File: src/rtl/m68k_wb_bridge.sv
// m68k_wb_bridge: 68000-style asynchronous bus slave to Wishbone classic master.
// A 16-bit CPU access becomes one 32-bit Wishbone cycle. The CPU is answered with
// DTACK on ack or BERR on err/timeout. The reply is held until the CPU releases AS.
//
//   state | meaning
//   IDLE  | waiting for a qualified AS/UDS/LDS assertion
//   BUS   | Wishbone cycle in flight, cycle counter running
//   DTACK | cpu_ndtack_o asserted, waiting for AS to go high
//   BERR  | cpu_nberr_o asserted, waiting for AS to go high
module m68k_wb_bridge #(
  parameter int AWIDTH  = 24,
  parameter int TIMEOUT = 255
) (
  input  logic              wb_clk_i,
  input  logic              wb_rst_n_i,
  input  logic [AWIDTH-1:1] cpu_addr_i,
  input  logic [15:0]       cpu_dat_i,
  output logic [15:0]       cpu_dat_o,
  output logic              cpu_dat_oe_o,
  input  logic              cpu_nas_i,
  input  logic              cpu_nuds_i,
  input  logic              cpu_nlds_i,
  input  logic              cpu_rnw_i,
  output logic              cpu_ndtack_o,
  output logic              cpu_nberr_o,
  output logic [AWIDTH-1:0] wb_addr_o,
  output logic [31:0]       wb_dat_o,
  input  logic [31:0]       wb_dat_i,
  output logic [3:0]        wb_sel_o,
  output logic              wb_cyc_o,
  output logic              wb_stb_o,
  output logic              wb_we_o,
  input  logic              wb_ack_i,
  input  logic              wb_err_i
);

  typedef enum logic [1:0] {IDLE, BUS, DTACK, BERR} state_t;

  localparam logic [8:0] TIMEOUT_W = 9'(TIMEOUT);

  state_t     state_q, state_d;
  logic [1:0] as_ff, uds_ff, lds_ff;
  logic [1:0] fill_q;
  logic       as_s, uds_s, lds_s;
  logic       armed_q;
  logic       abort_q;
  logic       a1_q;
  logic [7:0] cnt_q;
  logic       start, bus_ack, bus_err;
  logic       timeout_hit, aborting;

  assign as_s  = as_ff[1];
  assign uds_s = uds_ff[1];
  assign lds_s = lds_ff[1];

  // A cycle has timed out when this clock's increment would reach TIMEOUT.
  assign timeout_hit = ({1'b0, cnt_q} + 9'd1) == TIMEOUT_W;
  assign aborting    = abort_q | as_s;
  assign wb_stb_o    = wb_cyc_o;

  // Two-flop synchronizers for the CPU strobes. fill_q marks when the chain holds real samples.
  always_ff @(posedge wb_clk_i or negedge wb_rst_n_i) begin
    if (!wb_rst_n_i) begin
      as_ff  <= 2'b11;
      uds_ff <= 2'b11;
      lds_ff <= 2'b11;
      fill_q <= 2'b00;
    end else begin
      as_ff  <= {as_ff[0], cpu_nas_i};
      uds_ff <= {uds_ff[0], cpu_nuds_i};
      lds_ff <= {lds_ff[0], cpu_nlds_i};
      fill_q <= {fill_q[0], 1'b1};
    end
  end

  // Arm only after a genuine AS-high sample, so AS held low through reset cannot start a cycle.
  always_ff @(posedge wb_clk_i or negedge wb_rst_n_i) begin
    if (!wb_rst_n_i) begin
      armed_q <= 1'b0;
    end else if (start) begin
      armed_q <= 1'b0;
    end else if (fill_q[1] && as_s) begin
      armed_q <= 1'b1;
    end
  end

  // FSM state register.
  always_ff @(posedge wb_clk_i or negedge wb_rst_n_i) begin
    if (!wb_rst_n_i) state_q <= IDLE;
    else             state_q <= state_d;
  end

  // Next-state logic. err beats ack, and ack beats timeout.
  always_comb begin
    state_d = state_q;
    start   = 1'b0;
    bus_ack = 1'b0;
    bus_err = 1'b0;
    case (state_q)
      IDLE: begin
        if (armed_q && !as_s && (!uds_s || !lds_s)) begin
          start   = 1'b1;
          state_d = BUS;
        end
      end
      BUS: begin
        if (wb_err_i || (!wb_ack_i && timeout_hit)) begin
          bus_err = 1'b1;
          state_d = aborting ? IDLE : BERR;
        end else if (wb_ack_i) begin
          bus_ack = 1'b1;
          state_d = aborting ? IDLE : DTACK;
        end
      end
      DTACK, BERR: begin
        if (as_s) state_d = IDLE;
      end
      default: state_d = IDLE;
    endcase
  end

  // Bus-cycle counter (saturating) and sticky CPU-abort flag. Both clear on entry to BUS.
  always_ff @(posedge wb_clk_i or negedge wb_rst_n_i) begin
    if (!wb_rst_n_i) begin
      cnt_q   <= 8'd0;
      abort_q <= 1'b0;
    end else if (start) begin
      cnt_q   <= 8'd0;
      abort_q <= 1'b0;
    end else if (state_q == BUS) begin
      if (cnt_q != 8'hFF) cnt_q <= cnt_q + 8'd1;
      if (as_s)           abort_q <= 1'b1;
    end
  end

  // Registered Wishbone request and CPU-side handshake outputs.
  always_ff @(posedge wb_clk_i or negedge wb_rst_n_i) begin
    if (!wb_rst_n_i) begin
      wb_addr_o    <= '0;
      wb_dat_o     <= 32'd0;
      wb_sel_o     <= 4'd0;
      wb_we_o      <= 1'b0;
      wb_cyc_o     <= 1'b0;
      a1_q         <= 1'b0;
      cpu_dat_o    <= 16'd0;
      cpu_dat_oe_o <= 1'b0;
      cpu_ndtack_o <= 1'b1;
      cpu_nberr_o  <= 1'b1;
    end else begin
      if (start) begin
        wb_addr_o <= {cpu_addr_i[AWIDTH-1:2], 2'b00};
        wb_we_o   <= ~cpu_rnw_i;
        wb_dat_o  <= {cpu_dat_i, cpu_dat_i};
        wb_sel_o  <= cpu_addr_i[1] ? {2'b00, ~uds_s, ~lds_s} : {~uds_s, ~lds_s, 2'b00};
        wb_cyc_o  <= 1'b1;
        a1_q      <= cpu_addr_i[1];
      end
      if (bus_ack) cpu_dat_o <= a1_q ? wb_dat_i[15:0] : wb_dat_i[31:16];
      if (bus_ack || bus_err) begin
        wb_cyc_o <= 1'b0;
        wb_we_o  <= 1'b0;
      end
      if (bus_ack && state_d == DTACK) begin
        cpu_ndtack_o <= 1'b0;
        cpu_dat_oe_o <= ~wb_we_o;
      end
      if (bus_err && state_d == BERR) cpu_nberr_o <= 1'b0;
      if ((state_q == DTACK || state_q == BERR) && state_d == IDLE) begin
        cpu_ndtack_o <= 1'b1;
        cpu_nberr_o  <= 1'b1;
        cpu_dat_oe_o <= 1'b0;
      end
    end
  end

endmodule

File: config.mk
export PLATFORM = sky130hd
export DESIGN_NAME = m68k_wb_bridge
export DESIGN_NICKNAME = d
export VERILOG_FILES = /design/src/rtl/m68k_wb_bridge.sv
export SDC_FILE = /design/constraint.sdc
export NUM_CORES = 1
export LEC_CHECK = 0
export ABC_AREA = 1
export CAP_MARGIN = 10
export CORE_ASPECT_RATIO = 0.5
export CORE_UTILIZATION = 46
export DETAILED_ROUTE_END_ITERATION = 6
export PLACE_DENSITY = 0.84
export SYNTH_ARGS = -nofsm -noshare
export SYNTH_HDL_FRONTEND = slang
export SYNTH_SLANG_ARGS = --single-unit
export TNS_END_PERCENT = 1
File: constraint.sdc
create_clock -name wb_clk_i -period 5.2 [get_ports wb_clk_i]
set_input_delay 0.78 -clock wb_clk_i [delete_from_list [all_inputs] [get_ports wb_clk_i]]
set_output_delay 0.78 -clock wb_clk_i [all_outputs]
set_load 0.1 [all_outputs]
Word-level counts from Yosys, hierarchy flattened. Cells that the tools add are included.

Add/subtract/negate cells: 2. Equal/unequal tests: 7. Mux-type cells: 34. Bitwise operators: 5. Reduce and logical (&&, ||, !) cells: 27.

Operators by type and width (number): $mux 8 (3); $mux 1 (22); $mux 16 (1); $reduce_bool 2->1 (7); $mux 2 (6); $add 8x1->9 const B (1); $eq 9x8->1 const B (1); $add 8x1->8 const B (1); $eq 2x2->1 const B (4); $ne 8x8->1 const B (1); $logic_and 1x1->1 (7); $pmux 2 s3 (1); $logic_not 1->1 (4); $logic_not 2->1 (2); $logic_or 1x1->1 (4); $mux 4 (1); $not 1->1 (4); $reduce_and 2->1 (2); $eq 2x1->1 const B (1); $reduce_or 2->1 (1); $or 1x1->1 (1).

Register bits after elaboration: 100. Output and inout bits: 82.

Longest topological paths before layout.
Depth after elaboration: 10. Gate-level depth with buffers: 16.

Worst setup path after synthesis. Ideal clock, no wire load.

Kind: flip-flop to output port. Start point: register wb_cyc_o. End point: output port wb_stb_o. Data arrival time: 1.340 ns. Required time: 4.420 ns. Slack: 3.080 ns. Stages on the path, launching flop included: 2. Path through: dfrtp_1 buf_4.

RTL lines: start, declared (RTL line 30) `output logic wb_cyc_o,`; start signal, assigned (RTL line 143) `wb_cyc_o <= 1'b0;`; start signal, assigned (RTL line 155) `wb_cyc_o <= 1'b1;`; start signal, assigned (RTL line 160) `wb_cyc_o <= 1'b0;`; end, declared (RTL line 31) `output logic wb_stb_o,`.

No word-level cell between the ends.

Final worst setup path.
Start point: register cpu_nberr_o. End point: output port cpu_nberr_o.

RTL lines: start, declared (RTL line 25) `output logic cpu_nberr_o,`; start signal, assigned (RTL line 148) `cpu_nberr_o <= 1'b1;`; start signal, assigned (RTL line 167) `if (bus_err && state_d == BERR) cpu_nberr_o <= 1'b0;`; start signal, assigned (RTL line 170) `cpu_nberr_o <= 1'b1;`.

No word-level cell between the ends.

==> metrics.md <==
| Metric | Value |
|---|---|
| Post-Syn Instances | `413` |
| Initial DRC count | `about 220` |
| Wire per inst | `between 10 and 15 um` |
| Synth Flop Type | `dfrtp_1` |
| Most common cell in the netlist | `nand2_1` |
| Final hold vios | `0` |
| Xor and xnor area share after synthesis | `0` |
| Dpl ws | `2.535 ns` |
| Crit-path leading delay family | `buffers and inverters` |
| CP max stage delay | `~1.1 ns` |
| Core area | `7542 um^2` |
| Top cell type's share of synthesized area | `0.5137` |
| Ratio of cells with drive above 1 in the final layout | `0.1023` |
| CTS Hold Bufs | `0` |
| Post-synth EDFFs | `0` |
| Synth-to-Final Area Change | `49.85%` |
| Final WL | `9054 um` |
| CTS sink cnt | `between 80 and 90` |
| H-Tree Depth | `3` |
| Seq/Total Area, Yosys | `0.5705` |
| Clk_skew | `~0.0076 ns` |
| Synth area leaders | `dfrtp_1, nand2_1, dfstp_2, a31oi_2, buf_4` |
| Post-synth top area cell | `dfrtp_1` |
| Clock Pin Slew Worst Setup and Hold Paths | `0.06 ns` |
| Final WS setup | `roughly 2.4 ns` |
| Ys async rst share | `1.000` |
| Drt via density | `slightly below 5` |
| Post-CTS Setup Repair Bufs | `0` |
| Crit path buf inv count | `1` |
| Drt drc | `0` |
| #FFs+latches synth | `84` |
| Chip Width | `128.9 um` |
| DP HPWL | `roughly 6400 um` |
| GPL Wtd Cong | `0.7590` |
| Worst endpoint data arrival time | `2.00 ns` |
| Synth Cell Area | `3702 um^2` |
| Starting Density | `0.4909` |
| Largest family of logic cells by synthesized area | `simple AND/OR/NAND/NOR gates` |
| Tcrit/Tclk final | `0.5352` |
| Inst Count DP | `~650` |
| Fin. max-slew vios | `0` |
| Pre-antenna DRT Iters | `4` |
| Die area | `about 8400 um^2` |
| WP data required | `between 4 and 5 ns` |
| Chip height | `between 60 and 70 um` |
| Crit path kind | `reg -> out` |
| Worst Max-Slew Pin Slew | `1.034 ns` |
| CTS Buf Count | `9` |
| CP Cell Sequence | `clkdlybuf4s50_1` |
| Port bufs | `158` |
| Via count | `3203` |
| Avg Cell Area, Syn | `8.964 um^2` |
| GR Util All Layers | `0.2285` |
| Clock Latency Late Sink | `roughly 0.34 ns` |
| Fillers | `529` |
| Worst Min Path Start | `fill_q[0]` |
| Tmin final | `around 2.8 ns` |
| First-pass GRT wire length | `14510 um` |
| Largest net degree at the start of global routing | `85` |
| Nets | `633` |
| Setup crit end kind | `output pin` |
| Setup TNS | `0 ns` |
| Worst setup SP type | `register` |
| Yosys cell types | `31` |
| Fmax | `0.3593 GHz` |
| Routed Antenna Nets | `0` |
| Ant diodes | `0` |
| Compound-Gate Fraction of Synth Area | `0.08111` |
| CP Max Fanout | `2` |
| Clock tree buffer depth | `2` |
| Max-slew headroom | `0.3085` |
| Proportion of synthesized area in mux cells | `0` |
| Post-cts resize count | `0` |
| CTS tree | `yes` |
| Final setup violation count | `0` |
| Simple-gate portion of the synthesized area | `0.2595` |
| Crit path from | `cpu_nberr_o` |
| Fin cells | `665` |
| Hold Path Class | `reg -> reg` |
| Most instantiated cells after synthesis | `nand2_1, dfrtp_1, buf_4, nor2_1, inv_1` |
| Max_cap viols | `0` |
| Post-Synth Adder-Cell Area | `0.006759` |
| Worst path slowest cell | `clkdlybuf4s50_1` |
| Std-Cell Rows | `22` |
| GR Overflow Total | `0` |
| Reg-to-reg startpoint | `cnt_q[0]` |
| Vias in the first global route | `3045` |
| Warnings from Yosys | `0` |
| I/O pin count | `between 150 and 200` |
| Clock tree root buffer cell | `clkbuf_16` |
| Final design utilization | `0.7356` |
| Initial antenna violation count | `0` |
| Outcome | `complete, no violations` |
| RSZ-0062 raised after global routing | `false` |
| Worst reg-to-reg setup slack | `3.04 ns` |
## routing by layer
metal | wire, um | share of wire | track usage
met1 | 3796 | 0.42 | 0.2810
met2 | 4549 | 0.50 | 0.3736
met3 | 418 | 0.046 | 0.07085
met4 | 289 | 0.032 | 0.1044
met5 | 0 | 0 | 0
## sequential cells by signal, indices dropped and copies added (netlist names), 2 cells and up
name       count
fill_q         2
state_q        2
uds_ff         2
as_ff          2
lds_ff         2
cpu_dat_o     16
cnt_q          8
wb_sel_o       4
wb_addr_o     22
wb_dat_o      16
## metrics by stage
step	area [um^2]	hold WS (ns)
finish	5548	0.3502
CTS	5548	0.3526
global route	5548	0.3565
floorplan	3706	0.3312
detailed placement	5231	0.3395
global placement	5231	0.3330
## final timing paths
path	depth (start not counted)	endpoint
max in group asynchronous	1	wb_addr_o[14]
worst max-delay path	1	cpu_nberr_o
worst min register to register	0	fill_q[1]
worst max register to register	14	wb_we_o
min in group asynchronous	1	cpu_dat_o[3]
worst min-delay path	0	fill_q[1]
## layout by cell type (no fill, tap or decap), types with 2 or more instances in the layout
cell type          n
conb_1             3
nand2_1          183
a31oi_2           13
a31oi_1            3
nor2_1            19
nand3_1           15
nand3_2            2
nor3_4             2
clkinv_1           2
o31ai_1            2
inv_1             17
o21ai_0           10
o22ai_1            5
inv_2              2
dfrtp_1           76
nor2_2             5
a21oi_1            2
bufinv_16          2
ha_1               2
buf_4              4
nand2_2            3
dfstp_2            8
clkbuf_16          9
clkinv_2           3
clkdlybuf4s50_1  157
## final cells by class
| cell class | instances | area, um^2 | area share |
|---|---|---|---|
| flip-flops and latches | 84 | 2112 | 0.3807 |
| repair buffers | 161 | 1602 | 0.2887 |
| multi-input cells | 275 | 1304 | 0.2350 |
| well taps | 108 | 135.1 | 0.02436 |
| clock inverters | 7 | 91.34 | 0.01646 |
| clock buffers | 9 | 225.2 | 0.04060 |
| inverters | 21 | 78.83 | 0.01421 |
## cell families (layout without fill, tap and decap cells)
logic type,after synthesis,count (layout)
AND/OR/NAND/NOR,233,233
flip-flops,84,84
AO/OA/AOI/OAI,37,37
buffers and inverters,55,198
other,2,3
adder cells (fa/ha/maj),2,2
Power is left out: the tool's default activity adds up to more than one toggle a clock period on the data nets, which glitch-free logic cannot reach.
